$ cat src/rtl/game_round_ctrl.sv
// -----------------------------------------------------------------------------
// game_round_ctrl
//
// Round sequencer for the whack-a-mole game. Sits between clock_divider and the
// game datapath. The 1 Hz square wave from the divider is synchronised and turned
// into a one-cycle second tick, which steps the round through
// IDLE -> COUNTDOWN -> PLAY -> OVER. The block also drives the round timer, the
// game-over flag and the periodic mole-spawn requests.
//
// Optional feature macro: GAME_ROUND_CTRL_PAUSE_EN
//   When defined, the pause_btn input and the paused output exist. A pause_btn
//   rising edge toggles pause in COUNTDOWN/PLAY. While paused, ticks are still
//   output but not counted, spawn requests are suppressed and round_active is low.
//
// Parameters
//   START_CNT   pre-round countdown in seconds (>= 1)
//   ROUND_SECS  round length in seconds (>= 1)
//   SPAWN_SECS  seconds between spawn requests during PLAY (>= 1)
//   TIME_W      width of the count outputs
//
// Ports
//   clk           in   system clock, the only clock
//   rst_n         in   asynchronous active-low reset
//   sec_clk       in   1 Hz square wave, asynchronous to clk
//   start_btn     in   debounced start level, rising edge acts
//   pause_btn     in   debounced pause level, rising edge acts (pause builds only)
//   paused        out  pause flag (pause builds only)
//   state         out  0=IDLE 1=COUNTDOWN 2=PLAY 3=OVER
//   countdown     out  seconds left before PLAY
//   time_left     out  seconds left in the round
//   sec_tick      out  one-cycle pulse per sec_clk rising edge
//   spawn_req     out  one-cycle pulse requesting a new mole
//   round_active  out  high in PLAY while not paused
//   game_over     out  high in OVER
// -----------------------------------------------------------------------------
module game_round_ctrl #(
  parameter int unsigned START_CNT  = 3,
  parameter int unsigned ROUND_SECS = 30,
  parameter int unsigned SPAWN_SECS = 2,
  parameter int unsigned TIME_W     = 6
) (
  input  logic              clk,
  input  logic              rst_n,
  input  logic              sec_clk,
  input  logic              start_btn,
`ifdef GAME_ROUND_CTRL_PAUSE_EN
  input  logic              pause_btn,
  output logic              paused,
`endif
  output logic [1:0]        state,
  output logic [TIME_W-1:0] countdown,
  output logic [TIME_W-1:0] time_left,
  output logic              sec_tick,
  output logic              spawn_req,
  output logic              round_active,
  output logic              game_over
);

  localparam logic [1:0] StIdle      = 2'd0;
  localparam logic [1:0] StCountdown = 2'd1;
  localparam logic [1:0] StPlay      = 2'd2;
  localparam logic [1:0] StOver      = 2'd3;

  localparam logic [TIME_W-1:0] StartVal = TIME_W'(START_CNT);
  localparam logic [TIME_W-1:0] RoundVal = TIME_W'(ROUND_SECS);
  localparam logic [TIME_W-1:0] SpawnVal = TIME_W'(SPAWN_SECS);
  localparam logic [TIME_W-1:0] One      = TIME_W'(1);
  localparam logic [TIME_W-1:0] Zero     = '0;

  // ---------------------------------------------------------------------------
  // sec_clk synchroniser and rising-edge detector.
  // All three flops reset to 1 so a sec_clk that is already high when reset is
  // released does not produce a spurious tick.
  // ---------------------------------------------------------------------------
  logic sec_sync1_q, sec_sync2_q, sec_prev_q, sec_tick_q;

  always_ff @(posedge clk or negedge rst_n) begin
    if (!rst_n) begin
      sec_sync1_q <= 1'b1;
      sec_sync2_q <= 1'b1;
      sec_prev_q  <= 1'b1;
      sec_tick_q  <= 1'b0;
    end else begin
      sec_sync1_q <= sec_clk;
      sec_sync2_q <= sec_sync1_q;
      sec_prev_q  <= sec_sync2_q;
      sec_tick_q  <= sec_sync2_q & ~sec_prev_q;
    end
  end

  // ---------------------------------------------------------------------------
  // Start button edge detector (input is already debounced and synchronous).
  // ---------------------------------------------------------------------------
  logic start_prev_q;
  logic start_edge;

  always_ff @(posedge clk or negedge rst_n) begin
    if (!rst_n) begin
      start_prev_q <= 1'b0;
    end else begin
      start_prev_q <= start_btn;
    end
  end

  assign start_edge = start_btn & ~start_prev_q;

  // ---------------------------------------------------------------------------
  // Pause state. paused_now is the current flag, paused_nxt its next value.
  // ---------------------------------------------------------------------------
  logic       paused_now;
  logic       paused_nxt;
  logic [1:0] state_d;
  logic [1:0] state_q;

`ifdef GAME_ROUND_CTRL_PAUSE_EN
  logic pause_prev_q;
  logic paused_q;
  logic pause_edge;

  assign pause_edge = pause_btn & ~pause_prev_q;

  always_comb begin
    paused_nxt = paused_q;
    if ((state_d == StIdle) || (state_d == StOver)) begin
      paused_nxt = 1'b0;
    end else if (pause_edge && ((state_q == StCountdown) || (state_q == StPlay))) begin
      paused_nxt = ~paused_q;
    end
  end

  always_ff @(posedge clk or negedge rst_n) begin
    if (!rst_n) begin
      pause_prev_q <= 1'b0;
      paused_q     <= 1'b0;
    end else begin
      pause_prev_q <= pause_btn;
      paused_q     <= paused_nxt;
    end
  end

  assign paused_now = paused_q;
  assign paused     = paused_q;
`else
  assign paused_now = 1'b0;
  assign paused_nxt = 1'b0;
`endif

  // Only unpaused ticks advance the counters; the tick output itself is never gated.
  logic tick_cnt;
  assign tick_cnt = sec_tick_q & ~paused_now;

  // ---------------------------------------------------------------------------
  // Round FSM and counters
  // ---------------------------------------------------------------------------
  logic [TIME_W-1:0] countdown_d, countdown_q;
  logic [TIME_W-1:0] time_left_d, time_left_q;
  logic [TIME_W-1:0] spawn_cnt_d, spawn_cnt_q;
  logic              spawn_pre;

  always_comb begin
    state_d     = state_q;
    countdown_d = countdown_q;
    time_left_d = time_left_q;
    spawn_cnt_d = spawn_cnt_q;
    spawn_pre   = 1'b0;

    case (state_q)
      StIdle: begin
        countdown_d = StartVal;
        time_left_d = RoundVal;
        spawn_cnt_d = Zero;
        // A coincident tick is deliberately ignored: the transition wins.
        if (start_edge) begin
          state_d = StCountdown;
        end
      end

      StCountdown: begin
        if (tick_cnt) begin
          if (countdown_q <= One) begin
            countdown_d = Zero;
            time_left_d = RoundVal;
            spawn_cnt_d = Zero;
            spawn_pre   = 1'b1;  // first mole appears as soon as play begins
            state_d     = StPlay;
          end else begin
            countdown_d = countdown_q - One;
          end
        end
      end

      StPlay: begin
        if (tick_cnt) begin
          if (time_left_q <= One) begin
            // Last second: end the round without a final spawn.
            time_left_d = Zero;
            state_d     = StOver;
          end else begin
            time_left_d = time_left_q - One;
            if (spawn_cnt_q + One >= SpawnVal) begin
              spawn_cnt_d = Zero;
              spawn_pre   = 1'b1;
            end else begin
              spawn_cnt_d = spawn_cnt_q + One;
            end
          end
        end
      end

      default: begin  // StOver
        time_left_d = Zero;
        if (start_edge) begin
          countdown_d = StartVal;
          time_left_d = RoundVal;
          spawn_cnt_d = Zero;
          state_d     = StCountdown;
        end
      end
    endcase
  end

  // Registered output decode, computed from next-state so outputs align with state.
  logic spawn_req_d, round_active_d, game_over_d;

  always_comb begin
    spawn_req_d    = spawn_pre & ~paused_nxt;
    round_active_d = (state_d == StPlay) & ~paused_nxt;
    game_over_d    = (state_d == StOver);
  end

  logic spawn_req_q, round_active_q, game_over_q;

  always_ff @(posedge clk or negedge rst_n) begin
    if (!rst_n) begin
      state_q        <= StIdle;
      countdown_q    <= StartVal;
      time_left_q    <= RoundVal;
      spawn_cnt_q    <= Zero;
      spawn_req_q    <= 1'b0;
      round_active_q <= 1'b0;
      game_over_q    <= 1'b0;
    end else begin
      state_q        <= state_d;
      countdown_q    <= countdown_d;
      time_left_q    <= time_left_d;
      spawn_cnt_q    <= spawn_cnt_d;
      spawn_req_q    <= spawn_req_d;
      round_active_q <= round_active_d;
      game_over_q    <= game_over_d;
    end
  end

  assign state        = state_q;
  assign countdown    = countdown_q;
  assign time_left    = time_left_q;
  assign sec_tick     = sec_tick_q;
  assign spawn_req    = spawn_req_q;
  assign round_active = round_active_q;
  assign game_over    = game_over_q;

endmodule

$ cat config.mk
export PLATFORM = sky130hd
export DESIGN_NAME = game_round_ctrl
export DESIGN_NICKNAME = d
export VERILOG_FILES = /design/src/rtl/game_round_ctrl.sv
export SDC_FILE = /design/constraint.sdc
export NUM_CORES = 1
export LEC_CHECK = 0
export CORE_UTILIZATION = 33
export DETAILED_ROUTE_END_ITERATION = 8
export PLACE_DENSITY = 0.5
export SLEW_MARGIN = 5
export SYNTH_ARGS = -nofsm -noshare
export SYNTH_HDL_FRONTEND = slang
export SYNTH_SLANG_ARGS = --single-unit
$ cat constraint.sdc
create_clock -name clk -period 2.7 [get_ports clk]
set_clock_uncertainty 0.05 [all_clocks]
set_input_delay 0.27 -clock clk [delete_from_list [all_inputs] [get_ports clk]]
set_output_delay 0.27 -clock clk [all_outputs]
set_load 0.05 [all_outputs]
* Yosys cells after proc, flatten, opt, wreduce, memory -nomap -nowiden
Index checks and enable logic that the tools add are counted.
** Word-level totals
- Output and inout bits :: 18
- Input bits :: 4
- Flip-flop bits (word level) :: 28
** Operators by class
- Reductions and logical operators :: 6
- $lt $le $gt $ge :: 3
- Equal/unequal tests :: 8
- Add/sub/neg operators :: 3
- Multiplexer cells :: 29
- Bitwise operators :: 5
** Operators by type and width (number)
- 2-to-1 mux 6 bit :: 13
- one-hot mux 6 bit (3 select lines) :: 3
- less-or-equal comparator 6 x 1 -> 1 bit, second input constant :: 2
- subtractor 6 x 1 -> 6 bit, second input constant :: 2
- 2-to-1 mux 2 bit :: 5
- inequality test 2 bit, second input constant :: 4
- adder 6 x 1 -> 6 bit, second input constant :: 1
- equality test 2 bit, second input constant :: 3
- >= comparator 6 x 2 -> 1 bit, second input constant :: 1
- AND reduction 3 bit :: 2
- 2-to-1 mux 1 bit :: 5
- 2-to-1 mux 5 bit :: 1
- AND reduction 5 bit :: 1
- one-hot mux 2 bit (2 select lines) :: 1
- nonzero test 4 bit :: 1
- NOT 1 bit :: 3
- nonzero test 3 bit :: 1
- bitwise AND 1 bit :: 2
- equality test 2 x 1 -> 1 bit, second input constant :: 1
- zero test 2 bit :: 1
- one-hot mux 1 bit (2 select lines) :: 1

* Depth between registers and ports, before layout
- Depth in word-level cells :: 6
- Depth in mapped cells :: 8

* Worst setup path before layout
No wires, ideal clock.
- Kind :: register -> register
- Start point :: register state_q[1], in the netlist state[1]
- End point :: register countdown_q[5], in the netlist countdown[5]
- Required time :: 2.573 ns
- Data arrival time :: 2.142 ns
- Cell stages (with the launch flop) :: 9
- Setup slack :: 0.430 ns
- Clock period less this slack :: 2.270 ns
- Cells stage by stage :: dfrtp_1 -> inv_1 -> ha_1 -> clkbuf_2 -> nand2b_1 -> o221ai_1 -> buf_2 -> or4_1 -> a21oi_1
** Between the ends
- Longest elaborated chain between the ends :: 3
- Elaborated cells on any way between the ends :: 8
- Classes of those cells :: eq/ne: 3; mux: 1; bitwise: 1; reduce/logical: 3
** Ends and longest elaborated chain
- from (decl) :: line 113 : logic [1:0] state_q;
- from (signal assigned) :: line 235 : state_q <= StIdle;
- from (signal assigned) :: line 243 : state_q <= state_d;
- equality test 2 x 1 -> 1 bit, or another cell as far along :: line 167 : case (state_q)
- inequality test 2 bit (no line), or another cell as far along
- AND reduction 3 bit (no line)
- to (signal assigned) :: line 236 : countdown_q <= StartVal;
- to (signal assigned) :: line 244 : countdown_q <= countdown_d;
- to (decl) :: line 155 : logic [TIME_W-1:0] countdown_d, countdown_q;
Parallel ways exist; a longest one is shown, timed or not.
A chain may end at the register's enable or synchronous reset.

* Final worst setup path
- Start point :: register time_left_q[1], in the netlist time_left[1]
- End point :: register time_left_q[4], in the netlist time_left[4]
** Between the ends
- Longest elaborated chain between the ends :: 4
- Elaborated cells on any way between the ends :: 5
- Classes of those cells :: add/sub: 1; order compare: 1; mux: 3
** Ends and longest elaborated chain
- from (decl) :: line 156 : logic [TIME_W-1:0] time_left_d, time_left_q;
- from (signal assigned) :: line 237 : time_left_q <= RoundVal;
- from (signal assigned) :: line 245 : time_left_q <= time_left_d;
- subtractor 6 x 1 -> 6 bit / less-or-equal comparator 6 x 1 -> 1 bit (equally long branches) :: line 199, 194
- 2-to-1 mux 6 bit (*) :: line 194 : if (time_left_q <= One) begin
- 2-to-1 mux 6 bit (*) :: line 193 : if (tick_cnt) begin
- one-hot mux 6 bit (3 select lines) (*) :: line 167
Mark *: on every way between the ends. The rest lies on a longest branch, timed or not. The select of a mux whose other input is x is not followed.

==> metrics.md <==
| Metric | Value |
|---|---|
| Status | `completed` |
| Max rail drop VDD | `0.763 mV` |
| Clk sinks | `28` |
| Starting Density | `0.350` |
| Mux contribution to synthesized area | `0.0283` |
| Synthesized area per cell | `10.5 µm²` |
| Post-synth EDFFs | `0` |
| Final WL | `2.96 mm` |
| Clock Latency Late Sink | `0.27 ns` |
| Die Wd | `70.4 µm` |
| Syn_nets | `161` |
| Post-synthesis compound-gate area fraction | `0.202` |
| Die area | `4960 µm²` |
| Critical path arrival | `2.37 ns` |
| Final Hold Fails | `0` |
| First-pass GRT wire length | `5.11 mm` |
| Final antenna-violating net count | `0` |
| Num ports | `22` |
| ANT cells | `0` |
| Synth-to-layout area growth | `20.6%` |
| Ys Warns | `0` |
| Pin count of the biggest net entering global routing | `29` |
| Core ar. | `4410 µm²` |
| Post-Syn Instances | `147` |
| Fmax | `0.455 GHz` |
| Startpoint Class | `flop` |
| Pre-CTS setup slack | `0.535 ns` |
| Drt first pass iters | `4` |
| Min Clock Period, post-route | `2.20 ns` |
| Commonest non-fill, non-tap cell in the layout | `clkdlybuf4s50_1` |
| Worst path cell trace | `inv_1, ha_1, or2_1, a211o_2, o41ai_1, a22o_1` |
| H-tree depth | `1` |
| CTS Hold Bufs | `0` |
| Remaining DRCs | `0` |
| Row Count | `24` |
| Num CTS Buffers | `3` |
| First DRT Iteration DRCs | `34` |
| Routed WL per cell | `13.3 µm` |
| Gp weighted congestion | `0.760` |
| Total negative setup slack | `0 ns` |
| Total track usage | `0.127` |
| Layout cell share with drive strength beyond 1 | `0.165` |
| Unique masters post-synth | `45` |
| Reg2reg end | `time_left[4]$_DFFE_PN1P_` |
| Clock-pin slew on the worst setup and hold paths | `0.09 ns` |
| Unrepaired setup endpoints after global routing | `no` |
| Largest family of logic cells by synthesized area | `compound AO/OA/AOI/OAI gates` |
| Vias in the first global route | `1120` |
| R2R Setup Slk | `0.50 ns` |
| Synth async-reset ratio | `1.00` |
| Worst Path Max Fanout | `10` |
| Most used DFF post-synth | `dfrtp_1` |
| Slew @ Worst Pin | `0.667 ns` |
| FF-to-FF path depth | `6` |
| Worst path required time | `2.87 ns` |
| CTS tree | `built` |
| Worst R2R Start | `time_left[1]$_DFFE_PN1P_` |
| Via Count | `1195` |
| Netlist Area Pre-Place | `1550 µm²` |
| Max-cap viol count | `0` |
| Hpwl dp | `2.17 mm` |
| Remaining global-route overflow | `0` |
| Final nets | `185` |
| Buffers on Ports | `21` |
| Layout fillers | `423` |
| Seq/Total Area, Yosys | `0.461` |
| Final-report setup violation count | `0` |
| Adder-cell share of the synthesized area | `0.0810` |
| PD cells | `1080 nW/µm²` |
| P_leak | `0.790 nW` |
| Critical path class | `flop to flop` |
| Critical-path cell with the highest stage delay | `dfstp_2` |
| Relative slew slack | `0.551` |
| CTS root buf | `clkbuf_8` |
| Area share of xor/xnor cells in the synthesized design | `0` |
| Commonest cells after routing, fill and taps aside | `clkdlybuf4s50_1, dfrtp_1, o21ai_0` |
| Worst Hold Class | `primary input to asynchronous set/reset pin` |
| Final worst-path cycle share | `0.813` |
| Initial antenna violation count | `0` |
| Area leader, netlist | `dfrtp_1` |
| Post-cts repair resize count | `0` |
| Post-CTS setup buffers | `0` |
| CP startpoint | `time_left[1]$_DFFE_PN1P_` |
| Slew Viols, Final | `0` |
| Synth Register Bits | `28` |
| CP max stage delay | `0.57 ns` |
| Final Worst Setup Slack | `0.504 ns` |
| Die Y | `70.4 µm` |
| Longest Clk Path Bufs | `2` |
| Via/cell ratio | `5.38` |
| Synth top area cells | `dfrtp_1, dfstp_2, ha_1` |
| Worst Setup End Kind | `flop` |
| Synth top area share | `0.308` |
| Post-synthesis simple-gate area fraction | `0.184` |
## through the flow
| step | hold slack (ns) | instances | total power [mW] | instance area (µm²) | utilization |
|---|---|---|---|---|---|
| floorplan | -0.0756 | 147 | 1.47 | 1550 | - |
| global placement | 0.297 | 218 | 1.76 | 1810 | 0.410 |
| detailed placement | 0.299 | 218 | 1.75 | 1810 | 0.410 |
| CTS | 0.313 | 222 | 2.02 | 1860 | 0.422 |
| global route | 0.323 | 222 | 2.14 | 1860 | 0.422 |
| finish | 0.312 | 222 | 2.01 | 1860 | 0.422 |
## layer usage
metal  track usage  part of all wire  up-vias
li1              -                 -      579
met1         0.171              0.47      591
met2         0.207              0.49       21
met3        0.0231             0.031        4
met4        0.0333            0.0091        0
met5             0                 0        -
## how the worst max path moves through the flow
stage	to	slack, ns	cells past startpoint
6_report	time_left[4]$_DFFE_PN1P_	0.50	6
3_3_place_gp	time_left[4]$_DFFE_PN1P_	0.57	6
5_1_grt	time_left[4]$_DFFE_PN1P_	0.31	6
4_1_cts	time_left[4]$_DFFE_PN1P_	0.51	6
2_1_floorplan	countdown[5]$_DFFE_PN0P_	0.43	8
3_5_place_dp	time_left[4]$_DFFE_PN1P_	0.53	6
## report_power, final
part | internal, mW | switching [mW]
registers | 0.538 | 0.119
clock network | 0.131 | 0.128
logic | 0.415 | 0.675
total | 1.08 | 0.922
## critical path, delay by kind of cell, from the launching register on
kind / cells / cell delay [ns]
simple gates: 1 / 0.28
compound gates: 3 / 0.98
flops: 1 / 0.57
buf+inv: 1 / 0.06
fa+ha+maj: 1 / 0.19
## state kept, by name, summed over array words and instances, names as in the netlist
register	cells
countdown	6
spawn_cnt_q	6
time_left	6
state	2
game_over	1
round_active	1
sec_prev_q	1
sec_sync1_q	1
sec_sync2_q	1
sec_tick	1
spawn_req	1
start_prev_q	1
## layout make-up
cell class	instances	area, µm²	area share
clock buffers	4	55.1	0.0295
inverters	11	41.3	0.0221
multi-input cells	104	766	0.411
flip-flops and latches	28	712	0.382
well taps	52	65.1	0.0349
repair buffers	23	225	0.121
## logic make-up after synthesis
| family | count (synthesis) |
|---|---|
| adder cells (fa/ha/maj) | 10 |
| AO/OA/AOI/OAI | 44 |
| flip-flops | 28 |
| buffers and inverters | 15 |
| multiplexers | 4 |
| AND/OR/NAND/NOR | 46 |
## synth_stat cells (all sizes together), types with 2 or more instances
cell / instances
nand2: 2
o31ai: 4
or3: 4
nor3: 2
a22o: 3
nand3b: 2
ha: 10
o211ai: 2
nand3: 2
dfstp: 9
nor2: 8
mux2: 3
nand2b: 4
buf: 3
o21a: 2
inv: 11
a21oi: 6
nor2b: 4
o21ai: 17
dfrtp: 19
and2: 6
o41ai: 2
or4: 4
Note: power is estimated with default switching activity, not from simulation.
